--- config.mk ---
export PLATFORM = sky130hd
export DESIGN_NAME = jtpopeye_obj_dma
export DESIGN_NICKNAME = d
export VERILOG_FILES = /design/src/rtl/jtpopeye_obj_dma_pkg.sv /design/src/rtl/jtpopeye_obj_dma_pipe.sv /design/src/rtl/jtpopeye_obj_dma.sv
export SDC_FILE = /design/constraint.sdc
export NUM_CORES = 1
export LEC_CHECK = 0
export BUFFER_PORTS_ARGS = -buffer_cell sky130_fd_sc_hd__buf_2
export CORE_MARGIN = 2
export CORE_UTILIZATION = 50
export CTS_BUF_LIST = sky130_fd_sc_hd__clkbuf_4
export DETAILED_ROUTE_END_ITERATION = 8
export HOLD_SLACK_MARGIN = 0.03
export PLACE_DENSITY = 0.78
export RECOVER_POWER = 25
export REMOVE_ABC_BUFFERS = 1
export SYNTH_ARGS = -nofsm -noshare
export SYNTH_HDL_FRONTEND = slang
export SYNTH_HIERARCHICAL = 1
export SYNTH_SLANG_ARGS = --single-unit
export TNS_END_PERCENT = 100
--- constraint.sdc ---
create_clock -name clk -period 1.78 [get_ports clk]
set_input_delay 0.445 -clock clk [delete_from_list [all_inputs] [get_ports clk]]
set_output_delay 0.445 -clock clk [all_outputs]
set_load 0.03 [all_outputs]
--- src/rtl/jtpopeye_obj_dma_pkg.sv ---
// Shared definitions for the Popeye sprite DMA: FSM encoding, bus widths and
// the object RAM window base in the main CPU map.
package jtpopeye_obj_dma_pkg;

  localparam int AW = 10;                       // object RAM offset width
  localparam int DW = 8;                        // object RAM data width
  localparam logic [15:0] OBJ_BASE = 16'h8C00;  // object RAM window in main RAM

  typedef enum logic [2:0] {
    ST_IDLE,
    ST_REQ,
    ST_XFER,
    ST_DRAIN,
    ST_REL,
    ST_ABORT
  } dma_state_t;

  // Address step that parks on the final address instead of wrapping
  function automatic logic [AW-1:0] addr_step(input logic [AW-1:0] a,
                                              input logic [AW-1:0] last);
    return (a == last) ? a : a + AW'(1);
  endfunction

endpackage

--- src/rtl/jtpopeye_obj_dma_pipe.sv ---
// Read-latency delay line: carries a valid tag and the issued address so the
// write side knows which object buffer slot the returning RAM byte belongs to.
module jtpopeye_obj_dma_pipe
  import jtpopeye_obj_dma_pkg::*;
#(
  parameter int RD_LAT = 2
) (
  input  logic          clk,
  input  logic          rst_n,
  input  logic          flush,
  input  logic          in_vld,
  input  logic [AW-1:0] in_addr,
  output logic          out_vld,
  output logic [AW-1:0] out_addr,
  output logic          empty
);

  logic [RD_LAT:1] vld_p;
  logic [AW-1:0]   addr_p [1:RD_LAT];

  // Valid tags shift every clk; a flush drops everything in flight
  always_ff @(posedge clk or negedge rst_n) begin
    if (!rst_n) begin
      vld_p <= '0;
    end else begin
      vld_p[1] <= in_vld & ~flush;
      for (int i = 2; i <= RD_LAT; i++) begin
        vld_p[i] <= vld_p[i-1] & ~flush;
      end
    end
  end

  // Address payload follows the tags; only meaningful where the tag is set
  always_ff @(posedge clk) begin
    addr_p[1] <= in_addr;
    for (int i = 2; i <= RD_LAT; i++) begin
      addr_p[i] <= addr_p[i-1];
    end
  end

  assign out_vld  = vld_p[RD_LAT];
  assign out_addr = addr_p[RD_LAT];
  assign empty    = ~|vld_p;

endmodule

--- src/rtl/jtpopeye_obj_dma.sv ---
// Popeye sprite DMA. On each enabled vertical blank it takes the Z80 bus,
// streams object RAM into the video object buffer and hands the bus back,
// flagging either a clean finish or an abort to the video stage.
module jtpopeye_obj_dma
  import jtpopeye_obj_dma_pkg::*;
#(
  parameter int LEN    = 1024,
  parameter int RD_LAT = 2,
  parameter int ACK_TO = 255
) (
  input  logic          clk,
  input  logic          rst_n,
  input  logic          cen,
  input  logic          VB,
  input  logic          enable,
  output logic          busrq_n,
  input  logic          busak_n,
  output logic          dma_cs,
  output logic [AW-1:0] AD_DMA,
  input  logic [DW-1:0] DD_DMA,
  output logic [AW-1:0] obj_addr,
  output logic [DW-1:0] obj_data,
  output logic          obj_we,
  output logic          dma_busy,
  output logic          dma_done,
  output logic          dma_abort
);

  localparam logic [AW-1:0] LAST_ADDR = AW'(LEN - 1);
  localparam logic [7:0]    TO_LAST   = 8'(ACK_TO - 1);

  dma_state_t    state, state_nx;
  logic [7:0]    to_cnt;
  logic          vb_l, vb_rise;
  logic          issue, to_clr, to_inc, addr_clr, flush;
  logic          fin_done, fin_abort;
  logic          p_vld, pipe_empty;
  logic [AW-1:0] p_addr;

  assign vb_rise = VB & ~vb_l;

  // VB history, sampled at the DMA clock rate
  always_ff @(posedge clk or negedge rst_n) begin
    if (!rst_n)   vb_l <= 1'b0;
    else if (cen) vb_l <= VB;
  end

  // Next-state logic; losing the bus while reading is checked every clk
  always_comb begin
    state_nx  = state;
    issue     = 1'b0;
    to_clr    = 1'b0;
    to_inc    = 1'b0;
    addr_clr  = 1'b0;
    flush     = 1'b0;
    fin_done  = 1'b0;
    fin_abort = 1'b0;
    case (state)
      ST_IDLE: begin
        if (cen && vb_rise && enable) begin
          state_nx = ST_REQ;
          to_clr   = 1'b1;
        end
      end
      ST_REQ: begin
        if (cen) begin
          if (!busak_n) begin
            state_nx = ST_XFER;
            addr_clr = 1'b1;
          end else if (to_cnt == TO_LAST) begin
            state_nx = ST_ABORT;
          end else begin
            to_inc = 1'b1;
          end
        end
      end
      ST_XFER: begin
        if (busak_n) begin
          state_nx = ST_ABORT;
        end else if (cen) begin
          issue = 1'b1;
          if (AD_DMA == LAST_ADDR) state_nx = ST_DRAIN;
        end
      end
      ST_DRAIN: begin
        if (busak_n)         state_nx = ST_ABORT;
        else if (pipe_empty) state_nx = ST_REL;
      end
      ST_REL: begin
        if (cen && busak_n) begin
          state_nx = ST_IDLE;
          fin_done = 1'b1;
        end
      end
      ST_ABORT: begin
        flush = 1'b1;
        if (cen && busak_n) begin
          state_nx  = ST_IDLE;
          fin_abort = 1'b1;
        end
      end
      default: state_nx = ST_IDLE;
    endcase
    // Drop in-flight reads on the same edge that enters ABORT
    if (state_nx == ST_ABORT) flush = 1'b1;
  end

  // State register plus the one-clk completion/abort pulses
  always_ff @(posedge clk or negedge rst_n) begin
    if (!rst_n) begin
      state     <= ST_IDLE;
      dma_done  <= 1'b0;
      dma_abort <= 1'b0;
    end else begin
      state     <= state_nx;
      dma_done  <= fin_done;
      dma_abort <= fin_abort;
    end
  end

  // Bus acknowledge timeout counter
  always_ff @(posedge clk or negedge rst_n) begin
    if (!rst_n)      to_cnt <= '0;
    else if (to_clr) to_cnt <= '0;
    else if (to_inc) to_cnt <= to_cnt + 8'd1;
  end

  // Read address counter: restarts on bus grant, parks on the last address
  always_ff @(posedge clk or negedge rst_n) begin
    if (!rst_n)        AD_DMA <= '0;
    else if (addr_clr) AD_DMA <= '0;
    else if (issue)    AD_DMA <= addr_step(AD_DMA, LAST_ADDR);
  end

  jtpopeye_obj_dma_pipe #(
    .RD_LAT (RD_LAT)
  ) u_pipe (
    .clk      (clk),
    .rst_n    (rst_n),
    .flush    (flush),
    .in_vld   (issue),
    .in_addr  (AD_DMA),
    .out_vld  (p_vld),
    .out_addr (p_addr),
    .empty    (pipe_empty)
  );

  assign busrq_n  = !((state == ST_REQ) || (state == ST_XFER) || (state == ST_DRAIN));
  assign dma_cs   = (state == ST_XFER) || (state == ST_DRAIN);
  assign dma_busy = (state != ST_IDLE);

  // Buffer write lines up with the RAM byte returning for the retiring tag
  assign obj_we   = p_vld;
  assign obj_addr = p_vld ? p_addr : '0;
  assign obj_data = p_vld ? DD_DMA : '0;

endmodule

==> results.yml <==
outcome:
  status: "finished, violations left"
  violations: "setup timing"
route:
  drt-vias-per-instance: 5.58
  drt_iter0_markers: 106
  wl_per_cell_um: 14.1
  drt_wl_total_mm: 4.52
  detail-route-antenna-nets: 0
  route.detailed.drc: 0
  dr.pass1.iters: 4
  vias: 1784
synthesis:
  synth_top_area_share: 0.322
  ys_seq_area_frac: 0.520
  yosys-top-cells-count: "dfrtp_1, dfxtp_1, and2_1, a21oi_1"
  yosys_most_used_dff: "dfrtp_1"
  yosysWarnings: 6
  avgSynthCellArea_um2: 10.3
  synth_top_area_cell: "dfrtp_1"
  synth_area_leaders: "dfrtp_1, dfxtp_1, and2_1"
  syn_area_um2: 2020
  synth_edf_count: 0
  synth-seq-cells: 46
  synth_cell_types: 48
  yosysMostFrequentCell: "dfrtp_1"
  syn_inst: 197
  postSynth.asyncResetShare: 0.565
final_layout:
  design_area_um2: 2590
  final_nets: 286
  area_growth_pct: 28.4
  fill_cells: 312
  n_antenna_cell: 0
  drive_gt1_frac: 0.374
  multi_input_area_um2: 952
  seqCellArea_um2: 1050
worst_setup_path:
  critPathMaxFanout: 4
  crit_arrival_ns: 1.35
  cp_slowest_cell: "dfrtp_2"
  required_ns: 1.33
  slowest_delay_ns: 0.46
  critPathKind: "flip-flop to primary output"
  start_kind: "flip-flop"
  end_kind: "primary output"
  worstPathCellList: "or3_4 > buf_6"
die:
  die_area_um2: 4570
  die_w_um: 67.6
  core_um2: 3940
  initial_core_util: 0.513
  io_pins: 48
  placementRows: 23
  die_h_um: 67.6
timing:
  rsz0062_at_grt: "yes"
  fin_crit_ns: 1.79
  min_period_over_period: 1.01
  worst_clock_skew_ns: 0.0126
  final-max-slew-violation-count: 0
  setup_viol: 1
  holdWs_ns: 0.336
  setup_tns_ns: -0.0107
  relSlewSlack: 0.0570
  worstMarginPinSlew_ns: 1.41
  layout_setup_ws_ns: -0.0107
  finalHoldViolations: 0
  max_freq_ghz: 0.558
grt:
  grt_pass1_vias: 1562
  grt_overflow_total: 0
  grt_first_pass_wirelength_mm: 6.94
  antenna_found_initial: 0
  grt_max_degree: 27
  track_usage: 0.201
clock_network:
  cts_sinks: 46
  cts_tree: "done"
  clkTransAtPathRegs_ns: 0.13
  cts_buffer_depth: 2
  htree_levels: 2
  cts_buffers: 5
  insertion_delay_ns: 0.36
  postCtsHoldBufs: 0
  cts_root_buffer: "clkbuf_4"
place:
  gp_congestion: 0.840
  portBuffers: 47
  postPlaceCellArea_um2: 2360
  place_ws_ns: 0.0365
  hpwlAfterDp_mm: 2.98
worst_hold_path:
  min_path_type: "flip-flop to flip-flop"
power:
  seqPwrFrac: 0.452
  total_power_mw: 2.79
  p_int_mw: 1.82
  p_clk_frac: 0.176
  p_per_area_nw_per_um2: 1070
  switching_share: 0.349
  comb_power_share: 0.372
  leakagePower_nw: 1.26
  p_sw_mw: 0.974
  irDropWorstVdd_mv: 0.672
run:
  max_cap_violations: 0
placed cells by master (no fill, tap or decap), drive strengths merged, types with 6 or more instances in the layout:
| cell | Yosys | routed |
|---|---|---|
| buf | 4 | 71 |
| dfrtp | 26 | 26 |
| dfxtp | 20 | 20 |
| and2 | 20 | 20 |
| a21oi | 13 | 13 |
| nand2 | 11 | 11 |
| nand3 | 10 | 10 |
| o21ai | 9 | 9 |
| inv | 8 | 8 |
| nor2 | 7 | 7 |
| clkbuf | 3 | 7 |
| o31ai | 6 | 6 |
| or3 | 6 | 6 |
| or4 | 6 | 6 |
final timing paths:
check | start | endpoint | slack, ns | cells past startpoint
worst min register to register | u_pipe/addr_p[1][9] | u_pipe/addr_p[2][9] | 0.34 | 0
worst max register to register | state[1] | to_cnt[4] | 0.03 | 5
worst max-delay path | state[0] | dma_busy | -0.01 | 2
max in group asynchronous | rst_n | state[0] | 0.46 | 1
worst min-delay path | u_pipe/addr_p[1][9] | u_pipe/addr_p[2][9] | 0.34 | 0
min in group asynchronous | rst_n | AD_DMA[0] | 0.39 | 1
power by group through the flow:
stage / Combinational [mW] / Sequential, mW / Clock, mW
6_report: 1.04 / 1.26 / 0.491
3_5_place_dp: 0.719 / 1.31 / 0
5_1_grt: 1.11 / 1.28 / 0.548
2_1_floorplan: 0.405 / 1.35 / 0
4_1_cts: 0.868 / 1.26 / 0.501
3_3_place_gp: 0.705 / 1.30 / 0
state kept, by name, indices dropped and copies added, names as in the netlist:
| register | cells |
|---|---|
| u_pipe/vld_p | 2 |
| vb_l | 1 |
| state | 3 |
| dma_abort | 1 |
| dma_done | 1 |
| AD_DMA | 10 |
| u_pipe/addr_p | 20 |
| to_cnt | 8 |
routing by layer:
layer | part of all wire | track usage
met4 | 0.015 | 0.0791
met3 | 0.050 | 0.0450
met5 | 0 | 0
met2 | 0.52 | 0.331
met1 | 0.41 | 0.256
area by class of cell:
class                      instances  share of cell area
tap                               50              0.0241
clock inverter                     2             0.00530
inverter                           8              0.0116
sequential                        46               0.406
timing repair buffer              72               0.168
multi-input combinational        136               0.367
clock buffer                       6              0.0174
what timing repair did:
| item | in CTS | in global routing |
|---|---|---|
| gates resized for setup | 6 | 14 |
| pin swaps | 1 | 6 |
| buffers inserted | 8 | 6 |
| gates cloned | 0 | 0 |
| hold endpoints to repair | 0 | 0 |
| setup endpoints to repair | 3 | 16 |
cell families after synthesis:
logic type      after synthesis  synth area share
simple gates                 88             0.272
flops                        46             0.520
xor+xnor                      2           0.00867
mux                           1           0.00557
fa+ha+maj                     3            0.0186
buf+inv                      15            0.0365
compound gates               42             0.139
worst max-delay path: cells and delay by family, from the launching register on:
| family | cells | cell delay [ns] |
|---|---|---|
| buf+inv | 1 | 0.15 |
| flops | 1 | 0.46 |
| simple gates | 1 | 0.40 |
through the flow:
step / utilization / cells
finish: 0.658 / 320
CTS: 0.631 / 314
floorplan: - / 190
detailed placement: 0.600 / 299
global route: 0.658 / 320
global placement: 0.600 / 299
(Power assumes the default switching activity.)
